File: src/rtl/font_rom_arbiter_if.sv
// Request/ROM/return bus for the shared font-ROM arbiter.
// slave = arbiter side, master = requesters plus the ROM instance.
interface font_rom_arbiter_if #(
  parameter int NREQ = 4,
  parameter int AW   = 11,
  parameter int DW   = 8
);
  logic [NREQ-1:0]    req;
  logic [NREQ*AW-1:0] addr_i;
  logic [NREQ-1:0]    gnt;
  logic [AW-1:0]      addr_rom;
  logic               rom_en;
  logic [DW-1:0]      gline_rom;
  logic [DW-1:0]      gline_o;
  logic [NREQ-1:0]    valid_o;
  logic               busy;

  modport slave (
    input  req, addr_i, gline_rom,
    output gnt, addr_rom, rom_en, gline_o, valid_o, busy
  );

  modport master (
    output req, addr_i, gline_rom,
    input  gnt, addr_rom, rom_en, gline_o, valid_o, busy
  );
endinterface

File: src/rtl/font_rom_arbiter.sv
// Round-robin arbiter sharing one synchronous font ROM between NREQ renderers;
// returns each glyph line with a one-hot owner tag after 2+ROM_LAT cycles.
module font_rom_arbiter #(
  parameter int NREQ    = 4,
  parameter int AW      = 11,
  parameter int DW      = 8,
  parameter int ROM_LAT = 1
) (
  input logic               px_clk,
  input logic               reset,
  font_rom_arbiter_if.slave bus
);
  localparam int PW = $clog2(NREQ);

  logic [NREQ-1:0][AW-1:0]     addr_vec;
  logic [PW-1:0]               ptr_q, ptr_d, win_idx;
  logic                        any_req;
  logic [NREQ-1:0]             gnt_c;
  logic [AW-1:0]               addr_rom_q, addr_rom_d;
  logic                        rom_en_q;
  logic [ROM_LAT:0][NREQ-1:0]  tag_pipe_q;
  logic [DW-1:0]               gline_q;
  logic [NREQ-1:0]             valid_q;

  assign addr_vec = bus.addr_i;

  function automatic logic [PW-1:0] wrap_add(input logic [PW-1:0] p, input int k);
    int s;
    s = int'(p) + k;
    if (s >= NREQ) s = s - NREQ;
    return PW'(s);
  endfunction

  // Search starts one past the last winner, so the last winner has lowest priority.
  always_comb begin
    gnt_c   = '0;
    win_idx = ptr_q;
    any_req = 1'b0;
    for (int k = 1; k <= NREQ; k++) begin
      if (!any_req && bus.req[wrap_add(ptr_q, k)]) begin
        any_req = 1'b1;
        win_idx = wrap_add(ptr_q, k);
      end
    end
    if (any_req) gnt_c[win_idx] = 1'b1;
    ptr_d      = any_req ? win_idx : ptr_q;
    addr_rom_d = any_req ? addr_vec[win_idx] : addr_rom_q;
  end

  always_ff @(posedge px_clk or posedge reset) begin
    if (reset) begin
      ptr_q      <= PW'(NREQ - 1);
      addr_rom_q <= '0;
      rom_en_q   <= 1'b0;
      tag_pipe_q <= '0;
      gline_q    <= '0;
      valid_q    <= '0;
    end else begin
      ptr_q         <= ptr_d;
      addr_rom_q    <= addr_rom_d;
      rom_en_q      <= any_req;
      tag_pipe_q[0] <= gnt_c;
      for (int k = 1; k <= ROM_LAT; k++) tag_pipe_q[k] <= tag_pipe_q[k-1];
      // Last tag stage lines up with gline_rom; bubbles keep the old line.
      valid_q <= tag_pipe_q[ROM_LAT];
      if (|tag_pipe_q[ROM_LAT]) gline_q <= bus.gline_rom;
    end
  end

  assign bus.gnt      = gnt_c;
  assign bus.addr_rom = addr_rom_q;
  assign bus.rom_en   = rom_en_q;
  assign bus.gline_o  = gline_q;
  assign bus.valid_o  = valid_q;
  assign bus.busy     = rom_en_q | (|tag_pipe_q);
endmodule

File: src/flat_wrapper.sv
// flat-port wrapper written by rule: the top's interface ports become plain ports
module font_rom_arbiter_flat 
#(
  parameter int NREQ    = 4,
  parameter int AW      = 11,
  parameter int DW      = 8,
  parameter int ROM_LAT = 1
)
  (px_clk, reset, bus_req, bus_addr_i, bus_gline_rom, bus_gnt, bus_addr_rom, bus_rom_en, bus_gline_o, bus_valid_o, bus_busy);
  font_rom_arbiter_if #(.NREQ(NREQ), .AW(AW), .DW(DW)) bus_i ();
  input logic px_clk;
  input logic reset;
  input wire logic [$bits(bus_i.req)-1:0] bus_req;
  input wire logic [$bits(bus_i.addr_i)-1:0] bus_addr_i;
  input wire logic [$bits(bus_i.gline_rom)-1:0] bus_gline_rom;
  output wire logic [$bits(bus_i.gnt)-1:0] bus_gnt;
  output wire logic [$bits(bus_i.addr_rom)-1:0] bus_addr_rom;
  output wire logic [$bits(bus_i.rom_en)-1:0] bus_rom_en;
  output wire logic [$bits(bus_i.gline_o)-1:0] bus_gline_o;
  output wire logic [$bits(bus_i.valid_o)-1:0] bus_valid_o;
  output wire logic [$bits(bus_i.busy)-1:0] bus_busy;
  assign bus_i.req = bus_req;
  assign bus_i.addr_i = bus_addr_i;
  assign bus_i.gline_rom = bus_gline_rom;
  assign bus_gnt = bus_i.gnt;
  assign bus_addr_rom = bus_i.addr_rom;
  assign bus_rom_en = bus_i.rom_en;
  assign bus_gline_o = bus_i.gline_o;
  assign bus_valid_o = bus_i.valid_o;
  assign bus_busy = bus_i.busy;
  font_rom_arbiter #(.NREQ(NREQ), .AW(AW), .DW(DW), .ROM_LAT(ROM_LAT)) u_core (.px_clk(px_clk), .reset(reset), .bus(bus_i));
endmodule
File: config.mk
export PLATFORM = sky130hd
export DESIGN_NAME = font_rom_arbiter_flat
export DESIGN_NICKNAME = d
export VERILOG_FILES = /design/src/rtl/font_rom_arbiter_if.sv /design/src/rtl/font_rom_arbiter.sv /design/src/flat_wrapper.sv
export SDC_FILE = /design/constraint.sdc
export NUM_CORES = 1
export LEC_CHECK = 0
export ABC_AREA = 1
export CORE_MARGIN = 3
export CORE_UTILIZATION = 45
export DETAILED_ROUTE_END_ITERATION = 8
export PLACE_DENSITY = 0.92
export SKIP_LAST_GASP = 1
export SLEW_MARGIN = 20
export SYNTH_ARGS = -nofsm -noshare
export SYNTH_HDL_FRONTEND = slang
export SYNTH_SLANG_ARGS = --single-unit
File: constraint.sdc
create_clock -name px_clk -period 2.75 [get_ports px_clk]
set_input_delay 0.275 -clock px_clk [delete_from_list [all_inputs] [get_ports px_clk]]
set_output_delay 0.275 -clock px_clk [all_outputs]
set_load 0.005 [all_outputs]
Yosys cells after proc, flatten, opt, wreduce, memory -nomap -nowiden --
Cells that the tools add are included.
Storage, ports and cells: flip-flop bits (word level) 34, input bits 58, output and inout port bits 29
Operators by class: add/subtract/negate cells 8, magnitude comparators 10, muxes and demuxes 25, bitwise logic cells 1, reductions and logical operators 9
Operator list (count):
- binary-select mux 11 bit (select 2 bit) | 1
- 2-to-1 mux 2 bit | 8
- less-than comparator 2 x 3 -> 1 bit (second input constant) | 5
- 2-to-1 mux 11 bit | 1
- >= comparator 3 bit (second input constant) | 3
- 2-to-1 mux 1 bit | 9
- binary-select mux 1 bit (select 2 bit) | 4
- OR reduction 8 bit | 1
- subtractor 2 x 1 -> 2 bit (second input constant) | 4
- adder 2 x 2 -> 3 bit (second input constant) | 2
- adder 2 x 3 -> 4 bit (second input constant) | 1
- >= comparator 4 x 3 -> 1 bit (second input constant) | 1
- logical AND 1 bit | 4
- 2-to-1 mux 4 bit | 1
- OR reduction 4 bit | 1
- adder 2 x 1 -> 3 bit (second input constant) | 1
- logical NOT 1 bit | 3
- demux 1 bit (select 2 bit) | 1
- >= comparator 2 x 1 -> 1 bit (second input constant) | 1
- OR 1 bit | 1

Depth between registers and ports, before layout --
depth after elaboration 20, depth in mapped cells 15, mapped depth without buffers 13

Worst setup path after synthesis --
Ideal clock, no wire load.
path type reg2out, start point reg u_core.ptr_q[0], end point out bus_gnt[0], data arrival time 1.639 ns, setup slack 0.836 ns, stages on the path, launching flop included 13, buffers on the path 2, path through dfstp_2 > buf_6 > inv_6 > nand2_1 > nand2_1 > nand2_1 > nand2_2 > nand2_2 > nand2_2 > nand2_2 > nand2_2 > buf_6 > nor3_1
On the way: longest elaborated chain between the ends 20, elaborated cells on any way between the ends 44, classes of those cells add/sub: 8; order compare: 6; mux: 23; reduce/logical: 7
RTL lines:
- start, declared | line font_rom_arbiter.sv:16 | logic [PW-1:0] ptr_q, ptr_d, win_idx;
- start signal, assigned | line font_rom_arbiter.sv:52 | ptr_q <= PW'(NREQ - 1);
- start signal, assigned | line font_rom_arbiter.sv:59 | ptr_q <= ptr_d;
- adder 2 x 1 -> 3 bit | line font_rom_arbiter.sv:29 | s = int'(p) + k;
- >= comparator 3 bit / subtractor 2 x 1 -> 2 bit (equally long branches) | line font_rom_arbiter.sv:30 | if (s >= NREQ) s = s - NREQ;
- 2-to-1 mux 2 bit | line font_rom_arbiter.sv:30
- binary-select mux 1 bit (select 2 bit) | line font_rom_arbiter.sv:40 | if (!any_req && bus.req[wrap_add(ptr_q, k)]) begin
- 2-to-1 mux 1 bit (implied by the code) | line font_rom_arbiter.sv:40
- 2-to-1 mux 1 bit | line font_rom_arbiter.sv:40
- logical NOT 1 bit | line font_rom_arbiter.sv:40
- logical AND 1 bit | line font_rom_arbiter.sv:40
- (+4 left out)
- logical NOT 1 bit | line font_rom_arbiter.sv:40
- logical AND 1 bit | line font_rom_arbiter.sv:40
- 2-to-1 mux 2 bit | line font_rom_arbiter.sv:40
- less-than comparator 2 x 3 -> 1 bit (implied by the code) / >= comparator 2 x 1 -> 1 bit (equally long branches) | line font_rom_arbiter.sv:45 | if (any_req) gnt_c[win_idx] = 1'b1;
- logical AND 1 bit (implied by the code) | line font_rom_arbiter.sv:45
- 2-to-1 mux 1 bit (implied by the code) | line font_rom_arbiter.sv:45
- demux 1 bit (select 2 bit)
- 2-to-1 mux 4 bit * | line font_rom_arbiter.sv:45
- end, declared | line flat_wrapper.sv:16 | output wire logic [$bits(bus_i.gnt)-1:0] bus_gnt;
Mark *: on every way between the ends. The rest lies on a longest branch, timed or not. The select of a mux whose other input is x is not followed.

Worst setup path in the final report --
Ends and elaborated chain as after synthesis.

==> flow_summary_export.csv <==
group,metric,value,unit
outcome,outcome,"complete, no violations",
pwr,internal-power,2280,uW
pwr,p_sw,1980,uW
grt,grt-ovfl-total,0,
grt,antenna_found_initial,0,
floorplan,start_util,47.9,%
pwr,netSwitchingFraction,46.5,%
pwr,p_clk_share,8.7,%
worst_setup_path,crit_type,"flip-flop to primary output",
final_layout,drive_gt1_share,14.5,%
worst_setup_path,crit_fanout,8,
synth,synth_top_area_share,40.9,%
synth,avgSynthCellArea,7.28,um^2
floorplan,dieWidth,72.0,um
synth,yosysTopAreaCell,"dfrtp_1",
cts,cts.clk_slew.worst_paths,0.07,ns
synth,syn-num-nets,327,
synth,yosys.area_share.simple,44.6,%
worst_hold_path,hold_path_class,"primary input to asynchronous set/reset pin",
pwr,seqPwrFrac,21.9,%
detailed_routing,post-route-drc-count,0,
timing,finalMaxSlewViolations,0,
timing,worst_pin_slew,0.406,ns
grt,first_global_vias,1978,
synth,synth_mux_area_share,0,%
run,drv_cap,0,
floorplan,num_rows,23,
floorplan,core-area,0.00409,mm^2
cts,insertion_delay,0.29,ns
final_layout,synthToLayoutAreaGrowth,53.4,%
detailed_routing,drt_pass1_iterations,4,
cts,htreeDepth,2,
worst_setup_path,cp.required,2.48,ns
timing,fin_skew,0.00835,ns
placed_design,dp_hpwl,4170,um
synth,yosysWarnings,0,
floorplan,die_h,72.0,um
final_layout,finish.utilization,73.5,%
pwr,p_leak,0.00156,uW
timing,setup_viol,0,
detailed_routing,routed_wl,5250,um
floorplan,die-area,0.00518,mm^2
placed_design,pre_cts_ws,0.151,ns
cts,clockRootBuffer,"clkbuf_8",
placed_design,numPortBuffers,86,
cts,cts_buffer_depth,2,
final_layout,nets,422,
synth,synth_top_family_by_area,"simple AND/OR/NAND/NOR gates",
pwr,p_per_area,1420,mW/mm^2
grt,grt_pass1_wl,8970,um
pwr,pwr-share-comb,69.4,%
worst_setup_path,end_kind,"primary output",
timing,fin_hold_ws,0.368,ns
synth,ys_seq_area_share,43.6,%
final_layout,diodes,0,
detailed_routing,ant_nets,0,
synth,synth-seq-cells,34,
cts,cts_tree,"yes",
placed_design,gp_congestion,0.889,
floorplan,ios,87,
timing,rsz0062_at_grt,"true",
synth,synthCells,269,
cts,cts.sinks,34,
timing,fmaxAchievable,368,MHz
synth,synth_compound_area_share,0.830,%
grt,grt_max_degree,35,
timing,hold_viol,0,
detailed_routing,detail_route.wl_per_cell,12.7,um
synth,yosysUniqueCellTypes,20,
synth,syn_area,0.00196,mm^2
worst_setup_path,startpoint_type,"flip-flop",
worst_setup_path,cp.arrival,2.44,ns
synth,synth_xor_area_share,0,%
timing,fin_crit_sh,98.7,%
timing,relSlewSlack,73.0,%
detailed_routing,via_per_inst,4.83,
detailed_routing,num_vias,2004,
synth,synth_fa_ha_area_share,0,%
detailed_routing,drt_iter0_drc,92,
pwr,irDropWorstVdd,0.738,mV
grt,grt_usage,22.1,%
synth,synth.area.top_cells,"dfrtp_1 (41%), nand2_1 (22%), nand3_1 (10%), inv_1 (5.2%), nand3_2 (5.1%)",
timing,period_minus_slack,2.71,ns
cts,cts_buffers,5,
timing,layout_setup_ws,0.0358,ns
## timing repair
action / in CTS / in global routing
hold buffers: 0 / 0
setup buffers: 1 / 0
cloned: 0 / 0
setup endpoints to repair: 4 / 3
resized for setup: 3 / 5
## routing by layer
metal	GRT usage, %	vias up	part of all wire [%]
met5	0	-	0
met3	3.88	8	7.7
li1	-	1027	-
met1	28.3	886	41
met2	38.0	83	50
met4	7.10	0	1.1
## cell usage in the layout (no fill, tap or decap), drive strengths merged, types with 2 or more instances in the layout
| cell type | count |
|---|---|
| dlymetal6s2s | 2 |
| nand2 | 130 |
| nand3 | 51 |
| clkinv | 2 |
| dfrtp | 32 |
| clkbuf | 7 |
| inv | 30 |
| dfstp | 2 |
| nor3 | 5 |
| clkdlybuf4s50 | 83 |
| buf | 13 |
| nor2 | 3 |
## critical path, cell delays in order (launching register included)
cell	delay (ns)
dfstp_2	0.65
inv_6	0.07
nand2_1	0.09
nand2_1	0.05
nand2_1	0.07
nand2_2	0.10
nand2_2	0.13
nand2_2	0.08
nand2_2	0.08
nand2_2	0.08
nor3_2	0.22
clkdlybuf4s50_1	0.53
## stage by stage
stage | setup TNS [ns] | cells | cell area (um^2) | power [uW]
after floorplan | 0 | 269 | 1960 | 2830
after global placement | 0 | 406 | 2880 | 3740
after detailed placement | 0 | 406 | 2880 | 3840
after CTS | 0 | 415 | 2990 | 4250
after global routing | -0.111 | 415 | 3010 | 4710
final | 0 | 415 | 3010 | 4270
## final timing paths
check	from	to	slack, ns	cells after the start
hold reg to reg	u_core.tag_pipe_q[1]$_DFF_PP0_	u_core.tag_pipe_q[5]$_DFF_PP0_	0.39	0
min in group px_clk	u_core.tag_pipe_q[1]$_DFF_PP0_	u_core.tag_pipe_q[5]$_DFF_PP0_	0.39	0
setup / recovery	u_core.ptr_q[0]$_DFFE_PP1P_	bus_gnt[0]	0.04	11
setup reg to reg	u_core.ptr_q[0]$_DFFE_PP1P_	u_core.bus.addr_rom[7]$_DFFE_PP0P_	0.70	14
hold / removal	reset	u_core.bus.addr_rom[9]$_DFFE_PP0P_	0.37	3
max in group asynchronous	reset	u_core.ptr_q[0]$_DFFE_PP1P_	2.06	3
## cell type report
cell class	count	area [um^2]
fill	322	1080
timing repair buffer	99	962
multi-input combinational	193	912
sequential	34	853
inverter	31	124
clock buffer	7	86.3
tap	50	62.6
clock inverter	1	5.00
## cell usage after synthesis
| master | count |
|---|---|
| a31oi_1 | 1 |
| buf_6 | 5 |
| clkinv_1 | 1 |
| nor2_1 | 3 |
| inv_2 | 1 |
| nand3_1 | 41 |
| nor4_2 | 1 |
| nand2_1 | 117 |
| o21ai_1 | 1 |
| dfrtp_1 | 32 |
| buf_2 | 4 |
| inv_4 | 1 |
| buf_4 | 2 |
| inv_6 | 1 |
| nand2_2 | 13 |
| inv_1 | 27 |
| nand3_2 | 10 |
| nor3_1 | 5 |
| a21oi_1 | 1 |
| dfstp_2 | 2 |
## state kept, by name, indices dropped and copies added, names as in the netlist
register and count:
u_core.bus.addr_rom 11, u_core.bus.rom_en 1, u_core.bus.gline_o 8, u_core.ptr_q 2
u_core.bus.valid_o 4, u_core.tag_pipe_q 8
## cells by family after synthesis
kind of cell,after synthesis
buffers and inverters,42
AOI/OAI and AO/OA,3
and+or+nand+nor,190
DFF,34
## power by group through the flow
stage / Sequential [uW] / Combinational [uW] / Clock [uW]
6_report: 936 / 2960 / 370
5_1_grt: 965 / 3350 / 393
4_1_cts: 936 / 2940 / 378
3_5_place_dp: 950 / 2890 / 0
3_3_place_gp: 936 / 2800 / 0
2_1_floorplan: 925 / 1900 / 0
No activity file was read; power rests on OpenSTA's default activity.
